$ cat src/rtl/pc_sequencer.sv
`timescale 1ns/1ps
`default_nettype none
// ============================================================================
//  Module      : pc_sequencer
//  Description : Program counter sequencer with jump/call/return handling,
//                a return-address stack, one-bubble redirect, halt and fault.
//  Revision    : 1.0  initial release
// ============================================================================
module pc_sequencer #(
    parameter logic [15:0] RESET_PC    = 16'h0000,
    parameter int          STACK_DEPTH = 8
) (
    input  logic                          clk,
    input  logic                          rst_n,
    input  logic                          instr_valid,
    input  logic                          stall,
    input  logic                          jmp_flag,
    input  logic                          call_flag,
    input  logic                          ret_flag,
    input  logic [15:0]                   target,
    output logic                          jmp_enb,
    output logic [15:0]                   pc,
    output logic                          flush,
    output logic                          halted,
    output logic                          fault,
    output logic [1:0]                    fault_code,
    output logic [$clog2(STACK_DEPTH):0]  sp
);

    localparam int c_IDX_W = $clog2(STACK_DEPTH);
    localparam int c_SP_W  = c_IDX_W + 1;

    localparam logic [1:0] c_ST_RUN      = 2'd0;
    localparam logic [1:0] c_ST_REDIRECT = 2'd1;
    localparam logic [1:0] c_ST_HALT     = 2'd2;
    localparam logic [1:0] c_ST_FAULT    = 2'd3;

    localparam logic [1:0] c_FC_NONE      = 2'b00;
    localparam logic [1:0] c_FC_OVERFLOW  = 2'b01;
    localparam logic [1:0] c_FC_UNDERFLOW = 2'b10;

    localparam logic [c_SP_W-1:0] c_SP_FULL = c_SP_W'(STACK_DEPTH);
    localparam logic [c_SP_W-1:0] c_SP_ONE  = c_SP_W'(1);

    logic [1:0]         r_state;
    logic [15:0]        r_pc;
    logic [c_SP_W-1:0]  r_sp;
    logic [1:0]         r_fault_code;
    logic [15:0]        r_stack [STACK_DEPTH];

    logic [1:0]         w_next_state;
    logic [15:0]        w_pc_next;
    logic [c_SP_W-1:0]  w_sp_next;
    logic [1:0]         w_fault_code_next;
    logic               w_push;
    logic               w_advance;
    logic [15:0]        w_pc_inc;
    logic [c_IDX_W-1:0] w_push_idx;
    logic [c_IDX_W-1:0] w_top_idx;

    // Reset gates issue so that nothing is pushed while rst_n is held low.
    assign w_advance  = rst_n && (r_state == c_ST_RUN) && instr_valid && !stall;
    assign w_pc_inc   = r_pc + 16'd1;
    assign w_push_idx = r_sp[c_IDX_W-1:0];
    assign w_top_idx  = c_IDX_W'(r_sp - c_SP_ONE);

    // State and datapath registers
    always_ff @(posedge clk or negedge rst_n) begin
        if (!rst_n) begin
            r_state      <= c_ST_RUN;
            r_pc         <= RESET_PC;
            r_sp         <= '0;
            r_fault_code <= c_FC_NONE;
        end else begin
            r_state      <= w_next_state;
            r_pc         <= w_pc_next;
            r_sp         <= w_sp_next;
            r_fault_code <= w_fault_code_next;
        end
    end

    // Return-address storage; contents above sp are never read, so no reset.
    always_ff @(posedge clk) begin
        if (w_push) begin
            r_stack[w_push_idx] <= w_pc_inc;
        end
    end

    // Next-state and datapath decode; priority is ret > call > jmp.
    always_comb begin
        w_next_state      = r_state;
        w_pc_next         = r_pc;
        w_sp_next         = r_sp;
        w_fault_code_next = r_fault_code;
        w_push            = 1'b0;
        case (r_state)
            c_ST_RUN: begin
                if (w_advance) begin
                    if (ret_flag) begin
                        if (r_sp == '0) begin
                            w_fault_code_next = c_FC_UNDERFLOW;
                            w_next_state      = c_ST_FAULT;
                        end else begin
                            w_pc_next    = r_stack[w_top_idx];
                            w_sp_next    = r_sp - c_SP_ONE;
                            w_next_state = c_ST_REDIRECT;
                        end
                    end else if (call_flag) begin
                        if (r_sp == c_SP_FULL) begin
                            w_fault_code_next = c_FC_OVERFLOW;
                            w_next_state      = c_ST_FAULT;
                        end else begin
                            w_push       = 1'b1;
                            w_sp_next    = r_sp + c_SP_ONE;
                            w_pc_next    = target;
                            w_next_state = c_ST_REDIRECT;
                        end
                    end else if (jmp_flag) begin
                        if (target == r_pc) begin
                            w_next_state = c_ST_HALT;
                        end else begin
                            w_pc_next    = target;
                            w_next_state = c_ST_REDIRECT;
                        end
                    end else begin
                        w_pc_next = w_pc_inc;
                    end
                end
            end
            c_ST_REDIRECT: begin
                w_next_state = c_ST_RUN;
            end
            default: begin
                w_next_state = r_state;
            end
        endcase
    end

    // Outputs
    always_comb begin
        jmp_enb    = w_advance;
        flush      = (r_state == c_ST_REDIRECT);
        halted     = (r_state == c_ST_HALT);
        fault      = (r_state == c_ST_FAULT);
        fault_code = r_fault_code;
        pc         = r_pc;
        sp         = r_sp;
    end

endmodule
`default_nettype wire

$ cat config.mk
export PLATFORM = sky130hd
export DESIGN_NAME = pc_sequencer
export DESIGN_NICKNAME = d
export VERILOG_FILES = /design/src/rtl/pc_sequencer.sv
export SDC_FILE = /design/constraint.sdc
export NUM_CORES = 1
export LEC_CHECK = 0
export CORE_ASPECT_RATIO = 1.75
export CORE_MARGIN = 3
export CORE_UTILIZATION = 55
export DETAILED_ROUTE_END_ITERATION = 16
export PLACE_DENSITY = 0.75
export SETUP_SLACK_MARGIN = 0.2
export SLEW_MARGIN = 15
export SYNTH_ARGS = -nofsm -noshare
export SYNTH_HDL_FRONTEND = slang
export SYNTH_SLANG_ARGS = --single-unit
$ cat constraint.sdc
create_clock -name clk -period 4.6 [get_ports clk]
set_input_delay 0.46 -clock clk [delete_from_list [all_inputs] [get_ports clk]]
set_output_delay 0.46 -clock clk [all_outputs]
set_load 0.05 [all_outputs]
==> results of run 1 <==
[cells by family after synthesis]
| logic type | count (synthesis) | synth area share, % |
|---|---|---|
| and+or+nand+nor | 108 | 8.083 |
| adders and majority gates | 4 | 0.7432 |
| AOI/OAI and AO/OA | 66 | 6.578 |
| xor gates and xnor gates | 35 | 4.552 |
| muxes | 35 | 11.28 |
| buffers and inverters | 34 | 2.769 |
| DFF | 152 | 66.00 |
[power by group]
part	internal (mW)	leakage, nW	switching [mW]
clock	0.882	0.294	0.571
combinational	0.786	1.02	1.20
sequential	1.79	1.46	0.207
total	3.45	2.78	1.98
[state kept, by name, summed over array words and instances, names as in the netlist]
register / count
pc: 16
r_state: 2
r_stack: 128
sp: 4
fault_code: 2
[path summary, 6_finish.rpt]
| kind | from | end | slack, ns | cells past startpoint |
|---|---|---|---|---|
| max | sp[1] | r_stack[2][15] | 1.67 | 8 |
| min | rst_n | fault_code[1] | 0.51 | 2 |
| max reg2reg | sp[1] | r_stack[2][15] | 1.67 | 8 |
| min reg2reg | r_state[1] | r_state[1] | 0.54 | 1 |
| max in group asynchronous | rst_n | sp[0] | 3.81 | 2 |
| min in group clk | r_state[1] | r_state[1] | 0.54 | 1 |
[Yosys cell counts, types with 4 or more instances]
| master | number | area, sq um |
|---|---|---|
| nand3_1 | 11 | 55.05 |
| dfrtp_1 | 24 | 600.6 |
| inv_1 | 8 | 30.03 |
| mux4_2 | 30 | 675.7 |
| xor2_1 | 23 | 201.4 |
| nor3_1 | 8 | 40.04 |
| a22oi_1 | 4 | 30.03 |
| xnor2_1 | 12 | 105.1 |
| nand2_1 | 27 | 101.4 |
| buf_4 | 4 | 30.03 |
| nor2_1 | 31 | 116.4 |
| a21oi_1 | 13 | 65.06 |
| o21ai_0 | 17 | 85.08 |
| nor2b_1 | 6 | 37.54 |
| o21ai_1 | 4 | 20.02 |
| buf_2 | 10 | 50.05 |
| a221oi_1 | 7 | 61.31 |
| clkbuf_1 | 7 | 26.28 |
| edfxtp_1 | 128 | 3844 |
| a22o_1 | 7 | 61.31 |
| ha_1 | 4 | 50.05 |
| nand4_1 | 4 | 25.02 |
| and2_1 | 5 | 31.28 |
[layer usage]
layer | global-route usage (%) | vias up | routed length [um]
met5 | 0 | - | 0
met2 | 40.22 | 199 | 8266
met3 | 5.465 | 42 | 1046
li1 | - | 1783 | -
met4 | 11.21 | 0 | 532
met1 | 31.88 | 2083 | 5937
[metrics by stage]
step	instances	hold slack (ns)	instance area (sq um)	worst slack, ns
6_report	663	0.5061	8003	1.671
5_1_grt	663	0.5346	8003	1.515
4_1_cts	663	0.5236	7995	1.657
3_5_place_dp	631	0.5287	7370	1.331
3_3_place_gp	631	0.5211	7370	1.364
2_1_floorplan	434	0.1644	6734	0.9750
[worst register-to-register path: cells and delay by family (launching register included)]
kind                       cells  cell delay [ns]
adders and majority gates      1             0.21
and+or+nand+nor                5             1.33
buffers and inverters          2             0.53
DFF                            1             0.55
[final cells by class]
type	count	area [sq um]
Clock inverter	14	186.4
Multi-Input combinational cell	248	2123
Timing Repair Buffer	61	575.6
Clock buffer	18	439.2
Inverter	8	30.03
Sequential cell	152	4446
Fill cell	790	3774
Tap cell	162	202.7
==> results.toml, run 1 <==
[synth]
mappedNetlistNets = 461
synth-edff-count = 128
synth_area_sq_um = 6734
ys_types = 49
yosys_warnings = 0
synth_ff_type = "edfxtp_1"
synth_cells = 434
yosysSeqAreaShare_pct = 66.00
async_flop_share_pct = 15.79
ys_ff_latch = 152
syn_area_per_cell_sq_um = 15.52

[worst_setup_path]
crit_arrival_ns = 3.04
crit_type = "flip-flop to flip-flop"
cpLargestDelayFamily = "simple AND/OR/NAND/NOR gates"
end_kind = "flip-flop"
worst_path_largest_cell_delay_ns = 0.56
crit_fanout = 11
start_kind = "flip-flop"
critical_path_buf_inv_count = 2
crit_slowest_cell = "nor2_1"
path_cells = "inv_1 > ha_2 > nor2b_1 > and2_1 > nor2_1 > nand4_1 > nor2_1 > buf_4"
cp.required_ns = 4.71
critPathMostFrequentCell = "nor2_1"

[clock_network]
post_cts_buffers = 0
clock_path_buffers = 2
clock_latency_ns = 0.42
cts_hold_buf = 0
cts-buffers-inserted = 17
htree_levels = 4
cts.repair.resized = 0
cts.clk_slew.worst_paths_ns = 0.07
clkSinkCount = 152
root_buffer = "clkbuf_16"
cts_tree = "built"

[grt]
grt_start_max_net_pins = 37
grt_pass1_vias = 4293
grt_first_pass_wirelength_mm = 24.58
overflow = 0
antenna_found_initial = 0
grt.total_usage_pct = 24.98

[timing]
clock_skew_ns = 0.007740
setup_viol_count_final = 0
slew_viol_final = 0
max_freq_mhz = 341.4
tns_ns = 0
post-route-period-util_pct = 63.67
grt_setup_unrepaired = "no"
slew_headroom_pct = 41.30
fin_crit_ns = 2.929
finalHoldViolations = 0
tightest_slew_ns = 0.8805

[die]
die_w_um = 89.65
rows = 52
core_sq_um = 11780
io_pins = 49
start_util_pct = 57.18
dieArea_sq_um = 13660
die_y_um = 152.4

[layout]
final_common_cell = "edfxtp_1"
diodes = 0
layout-drive-gt1-share_pct = 17.96
syn2layout_area_growth_pct = 18.84
finalNetCount = 515
postLayoutCoreUtil_pct = 67.96
final_cell_mix = "edfxtp_1, clkdlybuf4s50_1, nor2_1"

[drt]
drtIter0Drc = 424
num_vias = 4107
drc = 0
viasPerCell = 6.195
post_drt_wl_per_cell_um = 23.80
routed_wl_mm = 15.78
ant_nets = 0
drt_first_pass_iters = 5

[hold_path]
worstHoldPathType = "input pin to async pin"

[job]
drv_cap = 0

[pwr]
leakagePower_nw = 2.782
fin_total_pwr_mw = 5.433
peakVddDrop_uv = 382.3
power_density_nw_per_um2 = 678.9

[run_status]
status = "finished clean"

[placement]
place.gp.congestion = 0.8540
port_buffers = 48
dpl.hpwl_mm = 10.32
No activity file was read; power rests on OpenSTA's default activity.
==> inputs of run 2 (changes only) <==
==> constraint.sdc (replaced) <==
create_clock -name clk -period 3 [get_ports clk]
set_input_delay 0.3 -clock clk [delete_from_list [all_inputs] [get_ports clk]]
set_output_delay 0.3 -clock clk [all_outputs]
set_load 0.05 [all_outputs]
==> results.toml, run 2 (same netlist as run 1, synthesis figures left out) <==
[clock_network]
root_buffer = "clkbuf_16"
cts_hold_buf = 0
clock_latency_ns = 0.43
cts-buffers-inserted = 17
cts.clk_slew.worst_paths_ns = 0.07
post_cts_buffers = 0
cts.repair.resized = 0
htree_levels = 4
clock_path_buffers = 2
cts_tree = "built"
clkSinkCount = 152

[placement]
dpl.hpwl_mm = 10.15
place.gp.congestion = 0.8430
place_area_sq_um = 7521
port_buffers = 48

[timing]
post-route-period-util_pct = 83.02
grt_setup_unrepaired = "no"
slew_headroom_pct = 49.87
tightest_slew_ns = 0.7465
max_freq_mhz = 401.5
finalHoldViolations = 0
clock_skew_ns = 0.01030
slew_viol_final = 0
timing.hold.ws_ns = 0.3378
fin_crit_ns = 2.491
setup_viol_count_final = 0
tns_ns = 0

[drt]
drtIter0Drc = 361
viasPerCell = 6.025
drt_first_pass_iters = 5
num_vias = 4037
drc = 0
post_drt_wl_per_cell_um = 23.35
routed_wl_mm = 15.65
ant_nets = 0

[grt]
grt_first_pass_wirelength_mm = 24.35
grt_pass1_vias = 4261
grt_start_max_net_pins = 37
antenna_found_initial = 0
grt.total_usage_pct = 24.82
overflow = 0

[pwr]
p_int_mw = 5.306
peakVddDrop_uv = 696.8
leakagePower_nw = 2.834
switching_share_pct = 36.92
combPwrFrac_pct = 37.6
switchingPower_mw = 3.105
p_clk_share_pct = 26.1
fin_total_pwr_mw = 8.411
seqPwrFrac_pct = 36.3
power_density_nw_per_um2 = 1034

[layout]
final_common_cell = "edfxtp_1"
syn2layout_area_growth_pct = 20.75
multi_input_area_sq_um = 2171
finalNetCount = 522
diodes = 0
final_area_sq_um = 8132
largest_reg_flops = 128
postLayoutCoreUtil_pct = 69.05
final_cell_mix = "edfxtp_1, clkdlybuf4s50_1, mux4_2"
seqCellArea_sq_um = 4447
layout-drive-gt1-share_pct = 21.06
fillCellCount = 783
regMostFlops = "r_stack"

[worst_setup_path]
end_kind = "flip-flop"
start_kind = "flip-flop"
crit_fanout = 16
crit_type = "flip-flop to flip-flop"
crit_arrival_ns = 2.59
cp.required_ns = 3.10

[run_status]
status = "finished clean"

[die]
rows = 52
io_pins = 49
start_util_pct = 57.18
core_sq_um = 11780
die_y_um = 152.4
die_w_um = 89.65
dieArea_sq_um = 13660

[job]
drv_cap = 0

[hold_path]
worstHoldPathType = "input pin to async pin"
-- run 2: changes by cell type in the layout (fill, tap and decap cells not counted), sizes merged --
cell,before,now
buf,14,21
clkinv,1,4
clkinvlp,4,1
inv,14,16
bufinv,3,2
clkbuf,18,17
-- run 2: final cells by class --
class	instances	area share [%]
Timing Repair Buffer	68	8.186
Sequential cell	152	54.69
Clock buffer	17	5.232
Tap cell	162	2.493
Multi-Input combinational cell	248	26.70
Inverter	8	0.4308
Clock inverter	15	2.277
-- run 2: critical path, stage by stage (launching register included) --
cell     delay, ns
dfrtp_2       0.48
inv_1         0.13
ha_2          0.18
nor2b_4       0.12
and2_4        0.16
nor2_2        0.12
nand4_1       0.38
nor3_4        0.27
buf_4         0.31
-- run 2: final timing paths --
path	from	slack (ns)	depth (start not counted)	endpoint
max in group asynchronous	rst_n	2.38	2	sp[1]
max	sp[1]	0.51	8	r_stack[1][3]
min reg2reg	fault_code[1]	0.55	2	fault_code[1]
min	rst_n	0.34	2	pc[4]
min in group clk	fault_code[1]	0.55	2	fault_code[1]
max reg2reg	sp[1]	0.51	8	r_stack[1][3]
-- run 2: stage by stage --
stage	worst slack (ns)	cells
floorplan	0.2167	434
finish	0.5094	670
detailed placement	0.4061	638
global placement	0.4631	638
CTS	0.4990	670
global route	0.3648	670
-- run 2: power by group through the flow --
| stage | Sequential [mW] | Clock [mW] | Combinational, mW |
|---|---|---|---|
| after floorplan | 3.42 | 0 | 1.94 |
| after global placement | 3.08 | 0 | 3.10 |
| after detailed placement | 3.09 | 0 | 3.18 |
| after CTS | 3.05 | 2.21 | 3.20 |
| after global routing | 3.08 | 2.31 | 3.39 |
| final | 3.05 | 2.19 | 3.16 |
-- run 2: per-layer routing --
metal / vias to the layer above / part of all wire [%] / GRT usage, %
li1: 1800 / - / -
met1: 2038 / 39 / 32.09
met2: 163 / 53 / 39.94
met3: 36 / 5.6 / 5.844
met4: 0 / 2.9 / 9.936
met5: - / 0 / 0
==> inputs of run 3 (changes only) <==
==> constraint.sdc (replaced) <==
create_clock -name clk -period 2.3 [get_ports clk]
set_input_delay 0.23 -clock clk [delete_from_list [all_inputs] [get_ports clk]]
set_output_delay 0.23 -clock clk [all_outputs]
set_load 0.05 [all_outputs]
==> results.toml, run 3 (same netlist as run 1, synthesis figures left out) <==
[run_status]
status = "finished clean"

[clock_network]
cts_hold_buf = 0
cts_tree = "built"
cts.clk_slew.worst_paths_ns = 0.06
clock_path_buffers = 2
clock_latency_ns = 0.41
cts-buffers-inserted = 17
root_buffer = "clkbuf_16"
clkSinkCount = 152
htree_levels = 4

[drt]
viasPerCell = 5.987
post_drt_wl_per_cell_um = 22.72
drtIter0Drc = 318
num_vias = 4185
drc = 0
drt_first_pass_iters = 4
ant_nets = 0
routed_wl_mm = 15.88

[timing]
max_freq_mhz = 482.9
tightest_slew_ns = 0.7937
fin_crit_ns = 2.071
slew_headroom_pct = 46.70
grt_setup_unrepaired = "yes"
finalHoldViolations = 0
slew_viol_final = 0
clock_skew_ns = 0.006941
tns_ns = 0
setup_viol_count_final = 0
post-route-period-util_pct = 90.03

[pwr]
power_density_nw_per_um2 = 1339
peakVddDrop_uv = 753.6
fin_total_pwr_mw = 11.48
leakagePower_nw = 3.043

[worst_setup_path]
crit_slowest_cell = "clkdlybuf4s50_1"
worst_path_largest_cell_delay_ns = 0.88
cp.required_ns = 2.07
crit_type = "flip-flop to output pin"
critical_path_buf_inv_count = 1
r2r_slack_ns = 0.24
start_kind = "flip-flop"
end_kind = "output pin"
path_cells = "clkdlybuf4s50_1"
cpLargestDelayFamily = "buffers and inverters"
crit_fanout = 7
crit_arrival_ns = 1.84

[hold_path]
worstHoldPathType = "input pin to async pin"

[placement]
place.gp.congestion = 0.8825
place_area_sq_um = 7895
dpl.hpwl_mm = 10.68
port_buffers = 48

[layout]
postLayoutCoreUtil_pct = 72.78
final_area_sq_um = 8571
finalNetCount = 552
layout-drive-gt1-share_pct = 28.86
final_common_cell = "edfxtp_1"
diodes = 0
largest_reg_flops = 128
syn2layout_area_growth_pct = 27.28
final_cell_mix = "edfxtp_1, clkdlybuf4s50_1, buf_4"
regMostFlops = "r_stack"
fillCellCount = 733

[grt]
grt_pass1_vias = 4380
grt.total_usage_pct = 25.20
antenna_found_initial = 0
overflow = 0
grt_first_pass_wirelength_mm = 25.00
grt_start_max_net_pins = 37

[die]
rows = 52
die_w_um = 89.65
start_util_pct = 57.18
dieArea_sq_um = 13660
io_pins = 49
core_sq_um = 11780
die_y_um = 152.4

[job]
drv_cap = 0
## run 3: changes by cell type in the layout (fill, tap and decap cells not counted), moves of 3 or more
cell / previous run / this run
clkdlybuf4s50_1: 47 / 44
inv_8: 4 / 1
clkinvlp_4: 1 / 5
a221oi_2: 0 / 7
xnor2_2: 0 / 3
xnor2_1: 12 / 8
o21ai_0: 17 / 9
a221oi_1: 7 / 0
o21ai_1: 4 / 12
buf_4: 18 / 40
buf_12: 3 / 11
## run 3: final timing paths
path	startpoint	cells after the start	to
setup / recovery	pc[13]	1	pc[13]
hold / removal	rst_n	2	sp[2]
setup reg to reg	sp[0]	9	r_stack[1][15]
hold reg to reg	fault_code[1]	2	fault_code[1]
max in group asynchronous	rst_n	2	pc[0]
min in group clk	fault_code[1]	2	fault_code[1]
## run 3: power by group
group          leakage, nW  internal (mW)  switching, mW
clock network        0.264           1.61           1.11
logic                 1.32           2.11           2.74
registers             1.46           3.57          0.334
## run 3: area by class of cell
cell class | instances | area (sq um) | area share [%]
Sequential cell | 152 | 4449 | 51.91
Multi-Input combinational cell | 248 | 2297 | 26.80
Tap cell | 162 | 202.7 | 2.365
Timing Repair Buffer | 98 | 1010 | 11.78
Clock buffer | 19 | 432.9 | 5.051
Clock inverter | 12 | 141.4 | 1.650
Inverter | 8 | 37.54 | 0.4380
## run 3: per-stage QoR
stage          hold slack [ns]  setup WS, ns  instances
6_report                0.2517        0.2292        699
5_1_grt                 0.2825        0.1531        699
4_1_cts                 0.2648        0.2321        695
3_5_place_dp            0.5382       0.04160        664
3_3_place_gp            0.5239       0.07334        664
2_1_floorplan         -0.06559       -0.4425        434
## run 3: what timing repair did
| action | in CTS | in global routing |
|---|---|---|
| setup endpoints to repair | 18 | 52 |
| pin swaps | 0 | 2 |
| gates resized for setup | 3 | 11 |
| buffers inserted | 0 | 4 |
## run 3: routing by layer
metal	routed length [um]	GRT usage, %	part of all wire (%)
met1	5806	32.56	37
met4	544	11.00	3.4
met5	0	0	0
met2	8617	40.96	54
met3	912	4.600	5.7
